**config.mk**
```make
export PLATFORM = sky130hd
export DESIGN_NAME = ip_sel_ctrl
export DESIGN_NICKNAME = d
export VERILOG_FILES = /design/src/rtl/ip_sel_ctrl.sv
export SDC_FILE = /design/constraint.sdc
export NUM_CORES = 1
export LEC_CHECK = 0
export ABC_AREA = 0
export CORE_MARGIN = 10
export CORE_UTILIZATION = 52
export DETAILED_ROUTE_END_ITERATION = 8
export PLACE_DENSITY = 0.79
export SETUP_SLACK_MARGIN = 0.3
export SLEW_MARGIN = 15
export SYNTH_ARGS = -nofsm -noshare
export SYNTH_HDL_FRONTEND = slang
export SYNTH_SLANG_ARGS = --single-unit
```
**constraint.sdc**
```tcl
create_clock -name sys_clk_i -period 2.5 [get_ports sys_clk_i]
set_input_delay 0.5 -clock sys_clk_i [delete_from_list [all_inputs] [get_ports sys_clk_i]]
set_output_delay 0.5 -clock sys_clk_i [all_outputs]
set_load 0.02 [all_outputs]
```
**src/rtl/ip_sel_ctrl.sv**
```systemverilog
// ============================================================================
// Module   : ip_sel_ctrl
// Function : Debounced, sequenced run-time switch of the active IP behind the
//            shared pad mux. Optional macro IP_SEL_LOCK_EN adds a lock_i input.
// Revision : 1.0 - initial release
// ============================================================================
`default_nettype none

module ip_sel_ctrl #(
  parameter int                SEL_W        = 3,
  parameter int                NUM_IP       = 8,
  parameter logic [NUM_IP-1:0] VALID_MASK   = 8'b0010_1111,
  parameter logic [SEL_W-1:0]  RESET_SEL    = 3'd1,
  parameter int                DEBOUNCE_CYC = 16,
  parameter int                QUIESCE_CYC  = 4,
  parameter int                RST_HOLD_CYC = 8
) (
  input  logic              sys_clk_i,
  input  logic              sys_rst_n_i,
  input  logic [SEL_W-1:0]  ip_sel_raw_i,
`ifdef IP_SEL_LOCK_EN
  input  logic              lock_i,
`endif
  output logic [SEL_W-1:0]  ip_sel_o,
  output logic              pad_oe_en_o,
  output logic [NUM_IP-1:0] ip_rst_n_o,
  output logic [NUM_IP-1:0] ip_clk_en_o,
  output logic              busy_o,
  output logic              sel_err_o,
  output logic [7:0]        switch_cnt_o
);

  localparam int DB_W    = (DEBOUNCE_CYC > 2) ? $clog2(DEBOUNCE_CYC) : 1;
  localparam int TMR_MAX = (QUIESCE_CYC > RST_HOLD_CYC) ? QUIESCE_CYC : RST_HOLD_CYC;
  localparam int TMR_W   = (TMR_MAX > 1) ? $clog2(TMR_MAX) : 1;
  localparam logic [DB_W-1:0]  c_db_max = DB_W'(DEBOUNCE_CYC - 1);
  localparam logic [TMR_W-1:0] c_q_last = TMR_W'(QUIESCE_CYC - 1);
  localparam logic [TMR_W-1:0] c_h_last = TMR_W'(RST_HOLD_CYC - 1);

  typedef enum logic [2:0] {
    ST_BOOT    = 3'd0,
    ST_RUN     = 3'd1,
    ST_QUIESCE = 3'd2,
    ST_HOLD    = 3'd3,
    ST_RELEASE = 3'd4
  } state_t;

  state_t             r_state, w_state_nxt;
  logic [TMR_W-1:0]   r_tmr, w_tmr_nxt;
  logic [SEL_W-1:0]   r_sync1, r_sync2, r_sync_prev;
  logic [DB_W-1:0]    r_db_cnt, w_db_nxt;
  logic               r_err_armed, w_armed_nxt;
  logic [SEL_W-1:0]   r_cand, w_cand_nxt;
  logic [SEL_W-1:0]   r_ip_sel, w_sel_nxt;
  logic               r_pad_oe, r_busy, r_sel_err, w_err;
  logic [NUM_IP-1:0]  r_ip_rst_n, r_ip_clk_en, w_onehot;
  logic [7:0]         r_switch_cnt, w_cnt_nxt;
  logic               w_stable, w_lock, w_live;

`ifdef IP_SEL_LOCK_EN
  assign w_lock = lock_i;
`else
  assign w_lock = 1'b0;
`endif

  assign w_stable = (r_sync2 == r_sync_prev);

  always_comb begin
    w_state_nxt = r_state;
    w_tmr_nxt   = r_tmr + 1'b1;
    w_db_nxt    = '0;
    w_armed_nxt = 1'b1;
    w_cand_nxt  = r_cand;
    w_sel_nxt   = r_ip_sel;
    w_err       = 1'b0;
    w_cnt_nxt   = r_switch_cnt;
    case (r_state)
      ST_BOOT: begin
        if (r_tmr == c_h_last) begin
          w_state_nxt = ST_RELEASE;
          w_tmr_nxt   = '0;
        end
      end
      ST_RUN: begin
        w_tmr_nxt   = '0;
        w_armed_nxt = r_err_armed | ~w_stable;
        if (!w_stable)
          w_db_nxt = '0;
        else if (r_db_cnt == c_db_max)
          w_db_nxt = r_db_cnt;
        else
          w_db_nxt = r_db_cnt + 1'b1;
        // A confirmed code must have stayed put through the final compare too
        if (w_stable && (r_db_cnt == c_db_max) && (r_sync2 != r_ip_sel)) begin
          w_db_nxt = '0;
          if (VALID_MASK[r_sync2] && !w_lock) begin
            w_state_nxt = ST_QUIESCE;
            w_cand_nxt  = r_sync2;
          end else begin
            w_err       = r_err_armed;
            w_armed_nxt = 1'b0;
          end
        end
      end
      ST_QUIESCE: begin
        if (r_tmr == c_q_last) begin
          w_state_nxt = ST_HOLD;
          w_tmr_nxt   = '0;
        end
      end
      ST_HOLD: begin
        if (r_tmr == c_h_last) begin
          w_state_nxt = ST_RELEASE;
          w_tmr_nxt   = '0;
          w_sel_nxt   = r_cand;
          if (r_switch_cnt != 8'hFF)
            w_cnt_nxt = r_switch_cnt + 8'd1;
        end
      end
      ST_RELEASE: begin
        w_state_nxt = ST_RUN;
        w_tmr_nxt   = '0;
      end
      default: begin
        w_state_nxt = ST_BOOT;
        w_tmr_nxt   = '0;
      end
    endcase
  end

  // Outputs are decoded from the next state so they align with r_state
  assign w_onehot = {{(NUM_IP-1){1'b0}}, 1'b1} << w_sel_nxt;
  assign w_live   = (w_state_nxt == ST_RUN) || (w_state_nxt == ST_QUIESCE) ||
                    (w_state_nxt == ST_RELEASE);

  always_ff @(posedge sys_clk_i or negedge sys_rst_n_i) begin
    if (!sys_rst_n_i) begin
      r_state      <= ST_BOOT;
      r_tmr        <= '0;
      r_sync1      <= RESET_SEL;
      r_sync2      <= RESET_SEL;
      r_sync_prev  <= RESET_SEL;
      r_db_cnt     <= '0;
      r_err_armed  <= 1'b1;
      r_cand       <= RESET_SEL;
      r_ip_sel     <= RESET_SEL;
      r_pad_oe     <= 1'b0;
      r_busy       <= 1'b1;
      r_sel_err    <= 1'b0;
      r_ip_rst_n   <= '0;
      r_ip_clk_en  <= '0;
      r_switch_cnt <= '0;
    end else begin
      r_state      <= w_state_nxt;
      r_tmr        <= w_tmr_nxt;
      r_sync1      <= ip_sel_raw_i;
      r_sync2      <= r_sync1;
      r_sync_prev  <= r_sync2;
      r_db_cnt     <= w_db_nxt;
      r_err_armed  <= w_armed_nxt;
      r_cand       <= w_cand_nxt;
      r_ip_sel     <= w_sel_nxt;
      r_pad_oe     <= (w_state_nxt == ST_RUN);
      r_busy       <= (w_state_nxt != ST_RUN);
      r_sel_err    <= w_err;
      r_ip_rst_n   <= w_live ? w_onehot : '0;
      r_ip_clk_en  <= w_live ? w_onehot : '0;
      r_switch_cnt <= w_cnt_nxt;
    end
  end

  assign ip_sel_o     = r_ip_sel;
  assign pad_oe_en_o  = r_pad_oe;
  assign ip_rst_n_o   = r_ip_rst_n;
  assign ip_clk_en_o  = r_ip_clk_en;
  assign busy_o       = r_busy;
  assign sel_err_o    = r_sel_err;
  assign switch_cnt_o = r_switch_cnt;

endmodule

`default_nettype wire

```
==> results of run 1 <==
==> power breakdown <==
part | internal [uW] | total, uW | switching, uW
sequential | 739 | 748 | 9.61
combinational | 13.6 | 38.5 | 24.9
clock | 299 | 546 | 247
total | 1050 | 1330 | 282
==> worst register-to-register path, stage by stage, from the launching register on <==
cell and delay [ns]:
dfrtp_1 0.38, ha_1 0.24, ha_1 0.27, nand4b_2 0.22, mux2_2 0.39, nand4b_1 0.27, nor2_1 0.14
==> cells in the final DEF (no fill, tap or decap), types with 6 or more instances in the layout <==
master,count
clkdlybuf4s50_1,33
dfrtp_1,38
dfstp_2,7
ha_1,6
nand2_1,12
nand3_1,6
nor2_1,15
xor2_1,10
==> registers in the layout, indices dropped and copies added (netlist names) <==
signal / count
r_sync_prev: 3
ip_clk_en_o: 8
ip_sel_o: 3
r_sync2: 3
r_cand: 3
r_db_cnt: 4
sel_err_o: 1
r_sync1: 3
pad_oe_en_o: 1
r_state: 3
r_tmr: 3
busy_o: 1
switch_cnt_o: 8
r_err_armed: 1
==> cell usage after synthesis (2+ instances only) <==
| cell type | count |
|---|---|
| buf_4 | 8 |
| nand3_1 | 6 |
| dfrtp_1 | 38 |
| a21o_1 | 3 |
| nand2_1 | 12 |
| xnor2_1 | 5 |
| nor3b_1 | 5 |
| nor2b_1 | 3 |
| ha_1 | 6 |
| o21ai_0 | 4 |
| and3_1 | 3 |
| xor2_1 | 10 |
| a21oi_1 | 5 |
| nor3_1 | 3 |
| o21ai_1 | 3 |
| dfstp_2 | 7 |
| mux2i_1 | 3 |
| clkbuf_1 | 2 |
| mux2_1 | 4 |
| nor2_1 | 15 |
| inv_1 | 5 |
==> per-stage QoR <==
step / total power (uW) / instances / hold slack [ns] / area [sq um]
6_report: 1330 / 250 / 0.345 / 2450
5_1_grt: 1390 / 250 / 0.364 / 2450
4_1_cts: 1350 / 250 / 0.358 / 2450
3_5_place_dp: 802 / 242 / 0.338 / 2330
3_3_place_gp: 799 / 242 / 0.334 / 2330
2_1_floorplan: 777 / 171 / 0.204 / 2010
==> kinds of logic (layout without fill, tap and decap cells) <==
group           count (synthesis)  after routing  share of synthesized area (%)
simple gates                   60             60                           17.1
flops                          45             45                           56.5
compound gates                 21             21                           7.29
buf+inv                        16             47                           4.55
xor+xnor                       15             15                           6.54
mux                             8              8                           4.30
fa+ha+maj                       6              6                           3.74
==> worst paths after layout <==
check	slack (ns)	end	depth (start not counted)
max	0.52	ip_sel_o[0]	1
min	0.34	r_state[2]$_DFF_PN0_	1
max reg2reg	0.52	ip_clk_en_o[2]$_DFF_PN0_	6
min reg2reg	0.35	r_sync2[1]$_DFF_PN0_	0
max in group asynchronous	1.57	ip_sel_o[1]$_DFF_PN0_	1
min in group sys_clk_i	0.35	r_sync2[1]$_DFF_PN0_	0
==> area by class of cell <==
type                       instances  area [sq um]  share of cell area [%]
multi-input combinational        110           782                    32.0
clock buffer                       5          68.8                    2.81
inverter                           5          18.8                   0.767
sequential                        45          1130                    46.4
timing repair buffer              34           335                    13.7
tap                               48          60.1                    2.46
clock inverter                     3          46.3                    1.89
==> per-layer routing <==
layer  vias to the layer above  share of wire [%]
met5                         -                  0
met4                         0                1.8
met3                         7                4.9
met2                        23                 51
met1                       680                 42
li1                        638                  -
==> flow_summary.ini, run 1 <==
[status]
outcome = completed

[detailed_routing]
drt_pass1_iterations = 4
viasPerCell = 5.39
drc = 0
drt_iter0_drc = 99
num_vias = 1348
wirelength_microns = 3870
ant_nets = 0
wl_per_cell_microns = 15.5

[setup_path]
cpMaxStageDelayCell = clkdlybuf4s50_1
worstSetupPathType = reg -> out
crit_path_cell_trace = clkdlybuf4s50_1
critical-path-max-stage-delay_ns = 0.62
critPathMaxFanout = 3
critPathLaunchType = register
critPathBufInv = 1
required_ns = 2.00
cp_top_family = buffers and inverters
cp.arrival_ns = 1.48
reg2reg_from = r_tmr[0]$_DFF_PN0_
startpoint = ip_sel_o[0]$_DFF_PN1_
endpoint_kind = output pin

[logic_synthesis]
synth_top_cell_by_area = dfrtp_1
syn_inst = 171
synth_seq_area_share_pct = 56.5
synth_top_area_share_pct = 47.4
synth_nets = 182
ys_warn_count = 0
syn_area_per_cell_sq_um = 11.7
ys.flop_type = dfrtp_1
synth_area_sq_um = 2010
async_flop_share_pct = 100
ys_ff_latch = 45
synth_edf_count = 0
synthTopCellsByArea = dfrtp_1 (47%), dfstp_2 (9.2%), xor2_1 (4.4%)
synth_cell_types = 42

[final_layout]
diodes = 0
nFillCells = 292
fin_util_pct = 66.3
syn2layout_area_growth_pct = 21.8
drive_above_1_share_pct = 13.4
final_net_count = 212

[floorplan]
fp.dieArea_sq_um = 6750
coreArea_sq_um = 3690
start_util_pct = 54.4
die_x_microns = 82.1
die_y_microns = 82.1
fp-row-count = 22
io-pin-count = 35

[power]
ir_worst_vdd_mv = 0.374
p_leak_uw = 0.00114
p_per_area_nw_per_um2 = 545

[global_routing]
grt_pass1_wl_microns = 6510
grt_max_degree = 46
grt.overflow.total = 0
use_met1_pct = 14.5
grt_busiest_layer = met2
grt_pass1_vias = 1370
grtUsageMet2_pct = 20.9
antenna_found_initial = 0
gr-usage-all-layers_pct = 12.7
grt.met3_usage_pct = 4.86

[cts]
cts_setup_buffers = 0
clock_latency_ns = 0.30
hold_buffers = 0
cts-buffers-inserted = 5
clk_pin_slew_worst_paths_ns = 0.08
cts.sinks = 45
cts_tree = built
cts_root_buffer = clkbuf_8
htree_levels = 2
ctsResizeCount = 0
cts_max_path_buffers = 2

[sta]
tightest_slew_ns = 0.950
min_period_over_period_pct = 79.3
finalCriticalPeriod_ns = 1.98
finalWorstSetupSlack_ns = 0.518
setup_violations = 0
drv_slew = 0
fmax_mhz = 504
hold_viol_final = 0
maxSlewHeadroom_pct = 36.7
skew_ns = 0.00434
fin_tns_setup_ns = 0
rsz0062_at_grt = no

[placed_design]
gp_congestion = 0.827
dpl_worst_slack_ns = 0.525
hpwl_microns = 2860
port_buffers = 34

[job]
cap_violations = 0

[worst_hold_path]
hp-class = in -> async
Note: power is estimated with default switching activity, not from simulation.
==> inputs of run 2 (changes only) <==
--- a/config.mk
+++ b/config.mk
@@ -7,9 +7,9 @@
 export LEC_CHECK = 0
 export ABC_AREA = 0
 export CORE_MARGIN = 10
-export CORE_UTILIZATION = 52
+export CORE_UTILIZATION = 47
 export DETAILED_ROUTE_END_ITERATION = 8
-export PLACE_DENSITY = 0.79
+export PLACE_DENSITY = 0.75
 export SETUP_SLACK_MARGIN = 0.3
 export SLEW_MARGIN = 15
 export SYNTH_ARGS = -nofsm -noshare
==> constraint.sdc (replaced) <==
create_clock -name sys_clk_i -period 1.8 [get_ports sys_clk_i]
set_input_delay 0.36 -clock sys_clk_i [delete_from_list [all_inputs] [get_ports sys_clk_i]]
set_output_delay 0.36 -clock sys_clk_i [all_outputs]
set_load 0.02 [all_outputs]
==> run 2 against run 1 <==
- flip-flop and latch count stayed put
- global-route usage is 0.61 points lower
- total power is 52% higher
- first-iteration DRC count is 48% lower
- worst hold slack worse by 0.23 ns
- critical path depth is 4 higher
- largest power group unchanged
- clock power is 66% higher
- core utilization is 4.0 points higher
- critical endpoint is now r_cand[1]$_DFFE_PN0P_
- sequential power is 39% higher
- register-to-register slack worse by 0.47 ns
- via count is 6.8% higher
==> flow_summary.ini, run 2 (synthesis results as in run 1) <==
[sta]
drv_slew = 0
maxSlewHeadroom_pct = 63.9
setup_violations = 0
finalCriticalPeriod_ns = 1.76
min_period_over_period_pct = 97.6
holdWs_ns = 0.115
skew_ns = 0.00699
rsz0062_at_grt = yes
hold_viol_final = 0
tightest_slew_ns = 0.542
fmax_mhz = 569

[final_layout]
stdcell_area_sq_um = 2850
drive_above_1_share_pct = 40.0
layout_commonest_cell = dfrtp_1
diodes = 0
final_cell_mix = dfrtp_1 (32), dlygate4sd2_1 (25), buf_4 (18)
fin_cells = 275
final_net_count = 235
syn2layout_area_growth_pct = 42.1

[global_routing]
antenna_found_initial = 0
grt_max_degree = 46
grt_pass1_wl_microns = 7190
grt.overflow.total = 0
gr-usage-all-layers_pct = 12.1
grt_pass1_vias = 1495

[setup_path]
critPathLaunchType = register
cp.arrival_ns = 1.95
required_ns = 1.99
cp.depth = 5
cpMaxStageDelayCell = dfrtp_1
endpoint_kind = register
reg2reg_from = r_sync2[1]$_DFF_PN0_
critical-path-max-stage-delay_ns = 0.41
critPathMaxFanout = 5
regToRegSetupSlack_ns = 0.04
crit_end = r_cand[1]$_DFFE_PN0P_
startpoint = r_sync2[1]$_DFF_PN0_
critPathBufInv = 1
cp_top_family = simple AND/OR/NAND/NOR gates
crit_path_cell_trace = buf_4, and4bb_2, nand3_1, a21oi_4, mux2_4
crit-reg2reg-capture = r_cand[1]$_DFFE_PN0P_
worstSetupPathType = reg -> reg
ff2ff_path_depth = 5

[cts]
hold_buffers = 0
clk_pin_slew_worst_paths_ns = 0.09
cts-buffers-inserted = 5
cts_max_path_buffers = 2
clock_latency_ns = 0.30
cts_tree = built
cts_root_buffer = clkbuf_8
cts.sinks = 45
htree_levels = 2

[floorplan]
die_y_microns = 85.4
io-pin-count = 35
die_x_microns = 85.4
start_util_pct = 49.5
fp.dieArea_sq_um = 7290
coreArea_sq_um = 4060
fp-row-count = 23

[detailed_routing]
viasPerCell = 5.24
drc = 0
num_vias = 1440
wl_per_cell_microns = 16.1
dr.max_layer_used = met4
drt_iter0_drc = 51
wl_met2_microns = 2330
wl_met1_microns = 1720
wirelength_microns = 4420
met3_length_microns = 282
ant_nets = 0
drt_pass1_iterations = 4

[placed_design]
hpwl_microns = 3030
placed_area_sq_um = 2460
port_buffers = 34
gp_congestion = 0.835
dp_cells = 251

[status]
outcome = completed

[power]
p_per_area_nw_per_um2 = 710
ir_worst_vdd_mv = 0.639
p_leak_uw = 0.00141

[job]
cap_violations = 0

[worst_hold_path]
hp-class = in -> async
-- run 2: cell types whose count changed in the layout (fill, tap and decap cells not counted), moves of 4 or more --
cell and change:
buf_6 +4, ha_1 -4, dfrtp_1 -6, buf_4 +18, mux2_1 -4, nand2_2 +5, dfrtp_2 +6, clkdlybuf4s50_1 -30
dlygate4sd2_1 +25, nand2_1 -6, mux2_4 +5
-- run 2: final cells by class --
type                            instances  area (sq um)
Clock inverter                          3          68.8
Multi-Input combinational cell        110          1000
Fill cell                             273          1200
Timing Repair Buffer                   57           489
Sequential cell                        45          1140
Clock buffer                            5          68.8
Inverter                                5          18.8
Tap cell                               50          62.6
-- run 2: metrics by stage --
| stage | worst slack, ns | utilization (%) | total power [uW] | setup TNS (ns) |
|---|---|---|---|---|
| floorplan | 0.106 | - | 1080 | 0 |
| global placement | 0.0737 | 60.7 | 1110 | 0 |
| detailed placement | 0.0193 | 60.7 | 1120 | 0 |
| CTS | 0.0706 | 65.9 | 2030 | 0 |
| global route | -0.0165 | 70.3 | 2110 | -0.0578 |
| finish | 0.0434 | 70.3 | 2030 | 0 |
-- run 2: report_power, final --
| group | switching [uW] | internal [uW] | leakage (uW) | total, uW |
|---|---|---|---|---|
| Sequential | 13.1 | 1030 | 0.000565 | 1040 |
| Clock | 347 | 558 | 0.0000687 | 905 |
| Combinational | 46.3 | 35.4 | 0.000780 | 81.6 |
-- run 2: worst min-delay path by stage --
stage	slack [ns]	from	endpoint	depth (start not counted)
after CTS	0.14	sys_rst_n_i	r_db_cnt[3]$_DFFE_PN0P_	2
final	0.12	sys_rst_n_i	r_db_cnt[3]$_DFFE_PN0P_	2
after detailed placement	0.34	r_sync1[1]$_DFF_PN0_	r_sync2[1]$_DFF_PN0_	0
after floorplan	0.06	sys_rst_n_i	ip_clk_en_o[0]$_DFF_PN0_	0
after global routing	0.16	sys_rst_n_i	r_db_cnt[3]$_DFFE_PN0P_	2
after global placement	0.33	r_sync1[2]$_DFF_PN0_	r_sync2[2]$_DFF_PN0_	0
-- run 2: repair_timing --
action | CTS | global route
pin swaps | 9 | 12
endpoints found under the hold margin | 0 | 0
setup endpoints to repair | 57 | 36
gates resized for setup | 36 | 46
setup buffers | 9 | 7
-- run 2: routing by layer --
metal	up-vias	global-route usage, %
met5	-	0
met4	0	3.74
met3	10	5.26
met2	28	21.1
met1	714	12.7
li1	688	-
